[src/rtl/ca_pkg.sv]
// Shared widths, defaults and the register-write payload used by the write arbiter.
package ca_pkg;

    localparam int unsigned REG_ADDR_W           = 5;
    localparam int unsigned DATA_W               = 32;
    localparam int unsigned STARVE_LIMIT_DEFAULT = 4;
    localparam int unsigned FIFO_DEPTH_DEFAULT   = 2;

    // One register-file write: destination plus data.
    typedef struct packed {
        logic [REG_ADDR_W-1:0] regAddr;
        logic [DATA_W-1:0]     data;
    } wrReq_t;

    // Register 0 is hardwired to zero, so writes to it are suppressed.
    function automatic logic writesReg(input logic [REG_ADDR_W-1:0] addr);
        return addr != '0;
    endfunction

endpackage

[src/rtl/md_req_fifo.sv]
// Small circular buffer holding mult/div write requests until they win the write port.
module md_req_fifo
    import ca_pkg::*;
#(
    parameter int unsigned DEPTH = FIFO_DEPTH_DEFAULT
) (
    input  logic   clk,
    input  logic   rst,
    input  logic   push,
    input  wrReq_t pushReq,
    input  logic   pop,
    output wrReq_t headReq,
    output logic   full,
    output logic   empty
);

    localparam int unsigned PTR_W = (DEPTH > 1) ? $clog2(DEPTH) : 1;
    localparam int unsigned CNT_W = $clog2(DEPTH + 1);

    wrReq_t           mem [DEPTH];
    logic [PTR_W-1:0] rdPtr;
    logic [PTR_W-1:0] wrPtr;
    logic [CNT_W-1:0] count;
    logic             doPush;
    logic             doPop;

    // Pointers wrap at DEPTH so non-power-of-two depths work too.
    function automatic logic [PTR_W-1:0] nextPtr(input logic [PTR_W-1:0] ptr);
        return (ptr == PTR_W'(DEPTH - 1)) ? '0 : ptr + PTR_W'(1);
    endfunction

    assign empty   = (count == '0);
    assign full    = (count == CNT_W'(DEPTH));
    assign doPop   = pop && !empty;
    // A pop frees the slot in the same cycle, so a full buffer may still take a push.
    assign doPush  = push && (!full || doPop);
    assign headReq = mem[rdPtr];

    // Payload storage; contents are don't-care until written.
    always_ff @(posedge clk) begin
        if (doPush) begin
            mem[wrPtr] <= pushReq;
        end
    end

    // Pointer and occupancy tracking.
    always_ff @(posedge clk) begin
        if (rst) begin
            rdPtr <= '0;
            wrPtr <= '0;
            count <= '0;
        end else begin
            if (doPush) begin
                wrPtr <= nextPtr(wrPtr);
            end
            if (doPop) begin
                rdPtr <= nextPtr(rdPtr);
            end
            if (doPush && !doPop) begin
                count <= count + CNT_W'(1);
            end else if (doPop && !doPush) begin
                count <= count - CNT_W'(1);
            end
        end
    end

endmodule

[src/rtl/regfile_write_arbiter.sv]
// Shares the single register-file write port between the WB stage and the mult/div unit.
module regfile_write_arbiter
    import ca_pkg::*;
#(
    parameter int unsigned STARVE_LIMIT = STARVE_LIMIT_DEFAULT,
    parameter int unsigned FIFO_DEPTH   = FIFO_DEPTH_DEFAULT
) (
    input  logic                  clk,
    input  logic                  rst,
    input  logic                  wb_valid,
    input  logic [REG_ADDR_W-1:0] wb_reg,
    input  logic [DATA_W-1:0]     wb_data,
    input  logic                  md_valid,
    output logic                  md_ready,
    input  logic [REG_ADDR_W-1:0] md_reg,
    input  logic [DATA_W-1:0]     md_data,
    output logic                  pipe_stall,
    output logic                  RegWrite,
    output logic [REG_ADDR_W-1:0] WriteRegister,
    output logic [DATA_W-1:0]     WriteData
);

    localparam int unsigned STARVE_W = (STARVE_LIMIT > 0) ? $clog2(STARVE_LIMIT + 1) : 1;

    wrReq_t              mdReq;
    wrReq_t              headReq;
    wrReq_t              grantReq;
    logic                fifoFull;
    logic                fifoEmpty;
    logic                mdPush;
    logic                grantMd;
    logic                grantWb;
    logic [STARVE_W-1:0] starveCnt;

    assign md_ready      = !fifoFull && !rst;
    assign mdPush        = md_valid && md_ready;
    assign pipe_stall    = (starveCnt == STARVE_W'(STARVE_LIMIT));
    assign mdReq.regAddr = md_reg;
    assign mdReq.data    = md_data;

    md_req_fifo #(
        .DEPTH(FIFO_DEPTH)
    ) u_mdFifo (
        .clk    (clk),
        .rst    (rst),
        .push   (mdPush),
        .pushReq(mdReq),
        .pop    (grantMd),
        .headReq(headReq),
        .full   (fifoFull),
        .empty  (fifoEmpty)
    );

    // Grant: WB wins unless the MD head has starved long enough to stall the pipe.
    always_comb begin
        grantMd  = 1'b0;
        grantWb  = 1'b0;
        grantReq = '0;
        if (!fifoEmpty && (!wb_valid || pipe_stall)) begin
            grantMd  = 1'b1;
            grantReq = headReq;
        end else if (wb_valid && !pipe_stall) begin
            grantWb          = 1'b1;
            grantReq.regAddr = wb_reg;
            grantReq.data    = wb_data;
        end
    end

    // Counts cycles the MD head has waited; saturates at the stall threshold.
    always_ff @(posedge clk) begin
        if (rst) begin
            starveCnt <= '0;
        end else if (fifoEmpty || grantMd) begin
            starveCnt <= '0;
        end else if (!pipe_stall) begin
            starveCnt <= starveCnt + STARVE_W'(1);
        end
    end

    // Register the granted write; address/data hold when nothing is granted.
    always_ff @(posedge clk) begin
        if (rst) begin
            RegWrite      <= 1'b0;
            WriteRegister <= '0;
            WriteData     <= '0;
        end else begin
            RegWrite <= (grantMd || grantWb) && writesReg(grantReq.regAddr);
            if (grantMd || grantWb) begin
                WriteRegister <= grantReq.regAddr;
                WriteData     <= grantReq.data;
            end
        end
    end

endmodule

[config.mk]
export PLATFORM = sky130hd
export DESIGN_NAME = regfile_write_arbiter
export DESIGN_NICKNAME = d
export VERILOG_FILES = /design/src/rtl/ca_pkg.sv /design/src/rtl/md_req_fifo.sv /design/src/rtl/regfile_write_arbiter.sv
export SDC_FILE = /design/constraint.sdc
export NUM_CORES = 1
export LEC_CHECK = 0
export BUFFER_PORTS_ARGS = -buffer_cell sky130_fd_sc_hd__buf_2
export CORE_MARGIN = 3
export CORE_UTILIZATION = 35
export DETAILED_ROUTE_END_ITERATION = 16
export MAX_ROUTING_LAYER = met4
export PLACE_DENSITY_LB_ADDON = 0.08
export SLEW_MARGIN = 20
export SYNTH_ARGS = -nofsm -noshare
export SYNTH_HDL_FRONTEND = slang
export SYNTH_HIERARCHICAL = 1
export SYNTH_SLANG_ARGS = --single-unit
[constraint.sdc]
create_clock -name clk -period 5.3 [get_ports clk]
set_clock_uncertainty 0.05 [all_clocks]
set_input_delay 0.53 -clock clk [delete_from_list [all_inputs] [get_ports clk]]
set_output_delay 0.53 -clock clk [all_outputs]
set_load 0.03 [all_outputs]
### Yosys cells after proc, flatten, opt, wreduce, memory -nomap -nowiden

Memory sizes are Yosys's and may differ from the RTL's. A register that Yosys moved wholly into a read port is not among the register bits.
Cells that the tools add are included.

| cells by class | value |
|---|---|
| mux-type cells | 13 |
| reduce and logical (&&, ||, !) cells | 24 |
| add/sub/neg operators | 5 |
| equal/unequal tests | 2 |

Operator list:

| cell | number |
|---|---|
| $mux 37 | 2 |
| $logic_and 1x1->1 | 9 |
| $mux 1 | 9 |
| $logic_not 1->1 | 7 |
| $reduce_bool 5->1 | 1 |
| $logic_or 1x1->1 | 4 |
| $mux 2 | 2 |
| $add 3x1->3 const B | 1 |
| $eq 3x3->1 const B | 1 |
| $add 1x1->1 const B | 2 |
| $add 2x1->2 const B | 1 |
| $eq 2x2->1 const B | 1 |
| $logic_not 2->1 | 1 |
| $reduce_bool 2->1 | 1 |
| $reduce_or 2->1 | 1 |
| $sub 2x1->2 const B | 1 |

| word-level totals | value |
|---|---|
| output and inout bits | 40 |
| word-level logic and storage cells | 52 |
| flip-flop bits (word level) | 45 |
| memory bits (writable) | 74 |
| memories kept | 1 |

Memory list:

| name | depth | width | rd ports | clocked after memory_dff | write ports | line | RTL |
|---|---|---|---|---|---|---|---|
| u_mdFifo.mem | 2 | 37 | 1 | 1 | 1 | md_req_fifo.sv:20 | `wrReq_t mem [DEPTH];` |

### Depth between registers and ports, before layout

Gate-level depths: netlist of run 1.

| logic depth | value |
|---|---|
| word-level depth | 11 |
| mapped depth | 12 |
| gate-level depth less buffers | 10 |

### By module

Netlist of run 1, hierarchy kept.

By module, submodules not included:

| module | instances | area each (um2) | cells each |
|---|---|---|---|
| md_req_fifo | 1 | 2899.0 | 140 |
| regfile_write_arbiter | 1 | 1916.8 | 192 |

### Worst setup path before layout of run 1

Ideal clock, no wire load.

| timing path | value |
|---|---|
| path kind | input-to-reg |
| start point | input port rst |
| end point | memory u_mdFifo/mem[0][0] (netlist name), enable pin |
| path slack | 1625 ps |
| required time | 4814 ps |
| data arrival time | 3190 ps |
| stages on the path | 5 |
| path through | clkbuf_1 -> nor2_1 -> and2_1 -> a21boi_2 -> nor2b_1 |

| between the ends | value |
|---|---|
| word-level cells in the longest chain between the ends | 6 |

RTL lines:

| item | line | RTL |
|---|---|---|
| start, declared | regfile_write_arbiter.sv:9 | `input logic rst,` |
| $logic_not 1->1 | regfile_write_arbiter.sv:35 | `assign md_ready = !fifoFull && !rst;` |
| $logic_and 1x1->1 | regfile_write_arbiter.sv:35 |  |
| net md_ready | regfile_write_arbiter.sv:14 | `output logic md_ready,` |
| $logic_and 1x1->1 | regfile_write_arbiter.sv:36 | `assign mdPush = md_valid && md_ready;` |
| net mdPush | regfile_write_arbiter.sv:30 | `logic mdPush;` |
| $logic_and 1x1->1 | md_req_fifo.sv:36 | `assign doPush = push && (!full \|\| doPop);` |
| $mux 1 | md_req_fifo.sv:41 | `if (doPush) begin` |
| $mux 1 (not written as such) | md_req_fifo.sv:42 | `mem[wrPtr] <= pushReq;` |
| end, declared | md_req_fifo.sv:20 |  |

The timed path passes the listed nets, and every way through them passes these cells.

### Worst setup path after layout of run 1

| timing path | value |
|---|---|
| start point | register starveCnt[0] |
| end point | memory u_mdFifo/mem[1][22] (netlist name), enable pin |

| between the ends | value |
|---|---|
| word-level cells in the longest chain between the ends | 9 |

RTL lines:

| item | line | RTL |
|---|---|---|
| start, declared | regfile_write_arbiter.sv:33 | `logic [STARVE_W-1:0] starveCnt;` |
| start signal, assigned | regfile_write_arbiter.sv:76 | `starveCnt <= starveCnt + STARVE_W'(1);` |
| $eq 3x3->1 | regfile_write_arbiter.sv:37 | `assign pipe_stall = (starveCnt == STARVE_W'(STARVE_LIMIT));` |
| $logic_or 1x1->1 | regfile_write_arbiter.sv:59 | `if (!fifoEmpty && (!wb_valid \|\| pipe_stall)) begin` |
| $logic_and 1x1->1 | regfile_write_arbiter.sv:59 |  |
| $mux 1 | regfile_write_arbiter.sv:59 |  |
| net grantMd | regfile_write_arbiter.sv:31 | `logic grantMd;` |
| $logic_and 1x1->1 | md_req_fifo.sv:34 | `assign doPop = pop && !empty;` |
| $logic_or 1x1->1 | md_req_fifo.sv:36 |  |
| $logic_and 1x1->1 | md_req_fifo.sv:36 |  |
| $mux 1 | md_req_fifo.sv:41 |  |
| $mux 1 (not written as such) | md_req_fifo.sv:42 |  |

The timed path passes the listed nets, and every way through them passes these cells.

==> results of run 1 <==
## cells by family (layout without fill, tap and decap cells)
family	count (synthesis)	in the layout	synth area share, %
adders and majority gates	3	3	0.780
and+or+nand+nor	60	60	5.72
other	0	1	0
muxes	76	76	16.8
DFF	120	120	65.3
buffers and inverters	26	156	3.25
AOI/OAI and AO/OA	44	44	7.66
xor gates and xnor gates	3	3	0.546
## worst max-delay path: stages (launching register included)
cell and delay, ns:
sky130_fd_sc_hd__dfxtp_1 0.32, sky130_fd_sc_hd__inv_1 0.06, sky130_fd_sc_hd__ha_1 0.20, sky130_fd_sc_hd__a21bo_4 0.14
sky130_fd_sc_hd__nor2b_1 0.18, sky130_fd_sc_hd__inv_1 0.08, sky130_fd_sc_hd__a21boi_2 0.22, sky130_fd_sc_hd__and2_2 0.79
## registers in the layout (all words and copies together), names as in the netlist, named ones only
| register | flops |
|---|---|
| RegWrite | 1 |
| WriteData | 32 |
| WriteRegister | 5 |
| starveCnt | 3 |
| u_mdFifo/count | 2 |
| u_mdFifo/mem | 74 |
| u_mdFifo/rdPtr | 1 |
| u_mdFifo/wrPtr | 1 |
## area by class of cell
| cell class | count | area share, % |
|---|---|---|
| tap | 176 | 3.58 |
| timing repair buffer | 121 | 10.2 |
| inverter | 3 | 0.183 |
| clock inverter | 12 | 2.52 |
| clock buffer | 20 | 7.27 |
| sequential | 120 | 51.2 |
| antenna | 1 | 0.0407 |
| multi-input combinational | 186 | 25.0 |
## cell usage after synthesis (all sizes together), types with 2 or more instances
| library cell | n |
|---|---|
| xor2 | 3 |
| clkbuf | 4 |
| ha | 3 |
| mux2 | 38 |
| and2 | 3 |
| a211oi | 37 |
| o21ai | 2 |
| buf | 19 |
| edfxtp | 74 |
| mux2i | 38 |
| nor2 | 47 |
| dfxtp | 46 |
| or4 | 2 |
| inv | 3 |
| nor2b | 4 |
## report_power, final
group          internal, mW  switching, mW  total [mW]
registers              1.09         0.0516        1.14
clock network         0.787          0.376        1.16
logic                 0.233          0.303       0.536
total                  2.11          0.730        2.84
## layout by cell type (no fill, tap or decap), types with 2 or more instances in the layout
cell type | synthesis | final
sky130_fd_sc_hd__a211oi_1 | 29 | 29
sky130_fd_sc_hd__a211oi_2 | 8 | 8
sky130_fd_sc_hd__and2_1 | 3 | 2
sky130_fd_sc_hd__buf_2 | 8 | 117
sky130_fd_sc_hd__buf_4 | 7 | 3
sky130_fd_sc_hd__bufinv_16 | 0 | 4
sky130_fd_sc_hd__clkbuf_1 | 4 | 2
sky130_fd_sc_hd__clkbuf_16 | 0 | 17
sky130_fd_sc_hd__clkinv_1 | 0 | 4
sky130_fd_sc_hd__clkinv_2 | 0 | 4
sky130_fd_sc_hd__dfxtp_1 | 46 | 45
sky130_fd_sc_hd__edfxtp_1 | 74 | 74
sky130_fd_sc_hd__ha_1 | 3 | 3
sky130_fd_sc_hd__inv_1 | 3 | 3
sky130_fd_sc_hd__mux2_2 | 37 | 37
sky130_fd_sc_hd__mux2i_1 | 38 | 38
sky130_fd_sc_hd__nor2_1 | 47 | 46
sky130_fd_sc_hd__nor2b_1 | 3 | 2
sky130_fd_sc_hd__or4_1 | 2 | 2
sky130_fd_sc_hd__xor2_1 | 3 | 3
## how the worst max path moves through the flow
stage / from / endpoint / slack [ns] / cells after the start
3_5_place_dp: rst / u_mdFifo/mem[0][22] / 2.32 / 6
3_3_place_gp: rst / u_mdFifo/mem[0][28] / 2.39 / 6
4_1_cts: starveCnt[0] / u_mdFifo/mem[0][22] / 2.62 / 7
5_1_grt: starveCnt[0] / u_mdFifo/mem[1][22] / 2.62 / 7
2_1_floorplan: rst / u_mdFifo/mem[0][0] / 1.62 / 5
6_report: starveCnt[0] / u_mdFifo/mem[1][22] / 2.83 / 7
## routing by layer
| layer | up-vias | GRT usage (%) |
|---|---|---|
| li1 | 1477 | - |
| met1 | 1381 | 16.8 |
| met2 | 84 | 22.0 |
| met3 | 13 | 4.62 |
| met4 | 0 | 6.23 |
| met5 | - | - |
## per-stage QoR
step | total power, mW | area, um2 | std cells
3_5_place_dp | 1.70 | 5520 | 605
4_1_cts | 2.88 | 6120 | 637
2_1_floorplan | 1.57 | 4820 | 332
5_1_grt | 2.98 | 6150 | 639
6_report | 2.84 | 6150 | 639
3_3_place_gp | 1.69 | 5520 | 605
==> impl_results.md, run 1 <==
- Worst Slack Setup Final: ~2.8 ns
- Library cell occupying the most area in the post-synthesis netlist: sky130_fd_sc_hd__edfxtp_1
- Share of flip-flops with an asynchronous set or reset: 0%
- Routed WL per cell: around 15 um
- Post CTS Setup Buffer Count: 0
- Portion of the post-synthesis area used by sequential elements: between 60% and 70%
- Vias in the first global route: 3061
- Class of the worst hold path: in -> reg
- # rows: 42
- HPWL after detailed placement: between 5 and 6 mm
- Clock tree from TritonCTS: done
- Per-cell via count in the routed design: 4.62
- VDD IR-drop max: ~0.23 mV
- Highest Signal Layer: met4
- Arrival @ worst endpoint: around 2.4 ns
- Met2 Wirelength: 4.65 mm
- Unrepaired setup endpoints after global routing: no
- Antenna-violating nets left: 0
- Netlist area before placement: just under 0.005 mm2
- Crit path max fanout: 37
- Path type of the worst setup path: reg -> reg
- Cts bufs inserted: 17
- Number of placed I/O pins: ~120
- Tmin final: approximately 2.5 ns
- Total of hold buffers inserted after clock tree synthesis: 0
- Peak clock frequency supported by timing: 405 MHz
- Routed metal-1 wire length: 4.37 mm
- Flop2flop setup slack: between 2 and 3 ns
- Final-report hold violation count: 0
- Warnings, synthesis: 6
- Metal3 WL: approximately 610 um
- Final GP Congestion: ~0.69
- Number of design-rule violations left by the first detailed-router iteration: between 100 and 150
- Number of fill cells in the layout: 1261
- Largest buffer count on any clock path: 2
- DRC violation count after routing: 0
- Final standard cell utilization of the core: roughly 46%
- Clock latency of the later-clocked register in the worst-skew pair: a little over 0.4 ns
- Endpoint of the most critical register-to-register path: u_mdFifo/mem[1][22]
- Setup TNS Final: 0 ns
- Reg2reg start: starveCnt[0]
- # port buffers: about 120
- Final worst path period share: between 40% and 50%
- WHS: roughly 0.26 ns
- Path depth of the worst reg2reg path: 7
- Most instantiated flip-flop cell in the synthesis netlist: sky130_fd_sc_hd__edfxtp_1
- Clk slew on worst S/H paths: roughly 0.05 ns
- Endpoint kind of the worst setup timing path: register
- Total Routing Usage GR: approximately 14%
- Final net count: between 500 and 600
- CTS Root Cell: sky130_fd_sc_hd__clkbuf_16
- Die Height: between 100 and 150 um
- Core Box Area: roughly 0.013 mm2
- Total setup violations reported at the end of the flow: 0
- Number of antenna violations at the first check in global routing: 1
- Sequential cell area: roughly 0.0031 mm2
- Worst relative slew slack: 36.4%
- Overflow after GRT: 0
- Area of the die: roughly 0.015 mm2
- Post_cts resized: 0
- Required time of the critical path: between 5 and 6 ns
- Count of clock tree sinks: 120
- Number of enable flip-flop cells after synthesis: 74
- Yosys top cell area share: 46.1%
- Worst slew pin tran: ~0.95 ns
- Maximum number of pins on one net before global-route repair: 79
- Worst hold stages: 1
- Wire length of the first global-routing pass: around 15 mm
- Critical hold path startpoint: md_reg[4]
- Pre-CTS WS: around 2.3 ns
- Synth top area cells: sky130_fd_sc_hd__edfxtp_1, sky130_fd_sc_hd__dfxtp_1, sky130_fd_sc_hd__mux2_2
- Multi-input combinational cell area: about 0.0015 mm2
- Area growth from synthesis to final layout: 27.6%
- First drt pass iteration count: 4
- Initial Utilization: a little over a third
- Final number of max-transition violations: 0
- Reported max-cap violation count: 0
- Register bit total from synthesis: between 100 and 150
- Startpoint kind of the worst setup timing path: register
- Leak pwr: approximately 2.5 nW
- H-tree lvl count: 4
- Min-Delay Endpoint: u_mdFifo/mem[0][36]
- Net count after synthesis: just over 400
- Fraction of layout cells with a size suffix above 1: a little over two fifths
- Number of vias after detailed routing: 2955
- Pwr dens: between 400 and 500 mW/mm2
- Outcome: completed
- Die width: 123 um
- Avg Synthesized Cell Area: around 15 um2
- Count of mapped cells out of synthesis: about 330
- Synth cell types: 31
- Final wirelength: roughly 10 mm
Power figures use the tool's default switching activity.
==> run 2, diff against run 1 <==
clock period = 2.3 ns   (was 5.3 ns; I/O delays follow)
==> run 2 against run 1 <==
Wire length is 6.8% higher; setup slack worse by 2.5 ns; cell area is 6.4% higher; power is 120% higher; critical path depth stayed put; fmax is 25% higher; highest routed layer unchanged.
==> impl_results.md, run 2 (synthesis results as in run 1) <==
- Register bank with the most flops: u_mdFifo/mem
- Non-filler instance count after layout: 684 (+7.0%)
- # port buffers: 117 (unchanged)
- Worst slew pin tran: 0.828 ns (-0.125 ns)
- Outcome: completed
- Post_cts resized: 0 (unchanged)
- Largest register FFs: 74 (unchanged)
- Largest buffer count on any clock path: 2 (unchanged)
- Arrival @ worst endpoint: 2.26 ns (-0.18 ns)
- Number of design-rule violations left by the first detailed-router iteration: 104 (-21%)
- Final standard cell utilization of the core: 49.0% (+2.9 points)
- Per-cell via count in the routed design: 4.63 (about the same)
- CP Buf/Inv Count: 0 (-2)
- Die Height: 123 um (unchanged)
- Overflow after GRT: 0 (unchanged)
- Number of vias after detailed routing: 3165 (+7.1%)
- Final wirelength: 10.4 mm (+6.8%)
- CP Cell Sequence: nor2b_2 -> nor2_2 -> and2_1 -> a21boi_2 -> ha_1 -> or3_1 -> a21oi_1
- Largest registers: u_mdFifo/mem (74), WriteData (32), WriteRegister (5)
- Core Box Area: 0.0133 mm2 (unchanged)
- Maximum number of pins on one net before global-route repair: 79 (unchanged)
- Routed WL per cell: 15.2 um (-0.23%)
- Final number of max-transition violations: 0 (unchanged)
- Final-report hold violation count: 0 (unchanged)
- # rows: 42 (unchanged)
- Number of antenna cells inserted: 0 (-1)
- Final net count: 576 (+8.7%)
- HPWL after detailed placement: 6.73 mm (+13%)
- Total of hold buffers inserted after clock tree synthesis: 38 (+38)
- Crit path max fanout: 5 (-86%)
- Library cell contributing the largest single delay on the critical path: sky130_fd_sc_hd__dfxtp_1
- Worst stage delay on the critical path: 0.42 ns (-0.37 ns)
- Fraction of layout cells with a size suffix above 1: 42.1% (-1.4 points)
- Peak clock frequency supported by timing: 505 MHz (+25%)
- Tmin final: 1.98 ns (-0.487 ns)
- Area growth from synthesis to final layout: 35.8%
- Setup TNS Final: 0 ns (unchanged)
- Multi-input combinational cell area: 0.00156 mm2 (+1.5%)
- VDD IR-drop max: 0.499 mV (+120%)
- Cts bufs inserted: 17 (unchanged)
- DRC violation count after routing: 0 (unchanged)
- Clk slew on worst S/H paths: 0.05 ns (about the same)
- Total Routing Usage GR: 15.2% (+1.1 points)
- Count of clock tree sinks: 120 (unchanged)
- Post CTS Setup Buffer Count: 0 (unchanged)
- Unrepaired setup endpoints after global routing: no
- Vias in the first global route: 3335 (+9.0%)
- Class of the worst hold path: in -> reg
- Antenna-violating nets left: 0 (unchanged)
- Number of fill cells in the layout: 1261 (unchanged)
- Sequential cell area: 0.00315 mm2 (about the same)
- Most common cell after layout, fill and taps aside: sky130_fd_sc_hd__buf_2
- Total setup violations reported at the end of the flow: 0 (unchanged)
- Final worst path period share: 86.2% (+40 points)
- Number of placed I/O pins: 118 (unchanged)
- Number of antenna violations at the first check in global routing: 0 (-1)
- First drt pass iteration count: 4 (unchanged)
- Startpoint kind of the worst setup timing path: register
- Category of cells accounting for the largest share of critical-path delay: simple AND/OR/NAND/NOR gates
- Clock tree from TritonCTS: done
- Wire length of the first global-routing pass: 16.7 mm (+8.6%)
- Worst relative slew slack: 44.8% (+8.3 points)
- Path type of the worst setup path: reg -> reg
- Most frequent cells in the layout: sky130_fd_sc_hd__buf_2, sky130_fd_sc_hd__edfxtp_1, sky130_fd_sc_hd__nor2_1
- Initial Utilization: 36.1% (unchanged)
- Die width: 123 um (unchanged)
- Leak pwr: 2.71 nW (+7.0%)
- Placed cell count: 614 (+1.5%)
- Area of the die: 0.0152 mm2 (unchanged)
- Reported max-cap violation count: 0 (unchanged)
- H-tree lvl count: 4 (unchanged)
- CTS Root Cell: sky130_fd_sc_hd__clkbuf_16
- Pwr dens: 970 mW/mm2 (+110%)
- Tot Pwr: 6.34 mW (+120%)
- Final GP Congestion: 0.668 (-3.1%)
- Required time of the critical path: 2.58 ns (-2.69 ns)
- Endpoint kind of the worst setup timing path: register
- Clock latency of the later-clocked register in the worst-skew pair: 0.41 ns (about the same)
-- run 2: changes by cell type in the layout (fill, tap and decap cells not counted), sizes merged --
cell         before  now
buf             121  129
dlygate4sd3       0   38
clkbuf           20   28
bufinv            4    0
clkinv            8    4
diode             1    0
-- run 2: where the power goes --
| part | total (mW) | leakage [nW] | internal [mW] | switching (mW) |
|---|---|---|---|---|
| clock | 2.38 | 0.269 | 1.54 | 0.849 |
| combinational | 1.35 | 1.38 | 0.597 | 0.757 |
| sequential | 2.60 | 1.06 | 2.51 | 0.0922 |
| total | 6.34 | 2.71 | 4.64 | 1.70 |
-- run 2: final cells by class --
| type | count | share of cell area, % |
|---|---|---|
| inverters | 3 | 0.172 |
| clock buffers | 28 | 8.06 |
| repair buffers | 167 | 16.1 |
| clock inverters | 4 | 0.268 |
| multi-input cells | 186 | 23.9 |
| flip-flops and latches | 120 | 48.1 |
| well taps | 176 | 3.37 |
-- run 2: worst min-delay path, stage by stage --
cell                       delay, ns
sky130_fd_sc_hd__buf_2          0.10
sky130_fd_sc_hd__nor2_1         0.09
sky130_fd_sc_hd__a211oi_1       0.05
-- run 2: worst paths after layout --
path	from	to	slack, ns	cells after the start
setup / recovery	u_mdFifo/count[1]	u_mdFifo/count[1]	0.32	7
hold / removal	wb_data[1]	WriteData[1]	0.06	3
setup reg to reg	u_mdFifo/count[1]	u_mdFifo/count[1]	0.32	7
hold reg to reg	starveCnt[0]	starveCnt[0]	0.39	1
-- run 2: through the flow --
stage          hold WS (ns)  cell area (um2)  setup slack (ns)
2_1_floorplan         0.249             4850            0.0104
3_5_place_dp          0.371             5610             0.333
4_1_cts              0.0381             6540             0.308
3_3_place_gp          0.370             5610             0.404
5_1_grt              0.0513             6540             0.185
6_report             0.0557             6540             0.318
-- run 2: per-layer routing --
metal	global-route usage [%]	routed length [um]	part of all wire, %
met5	-	0	0
met4	6.23	180	1.7
met3	4.94	575	5.5
met2	23.8	5100	49
met1	18.2	4570	44
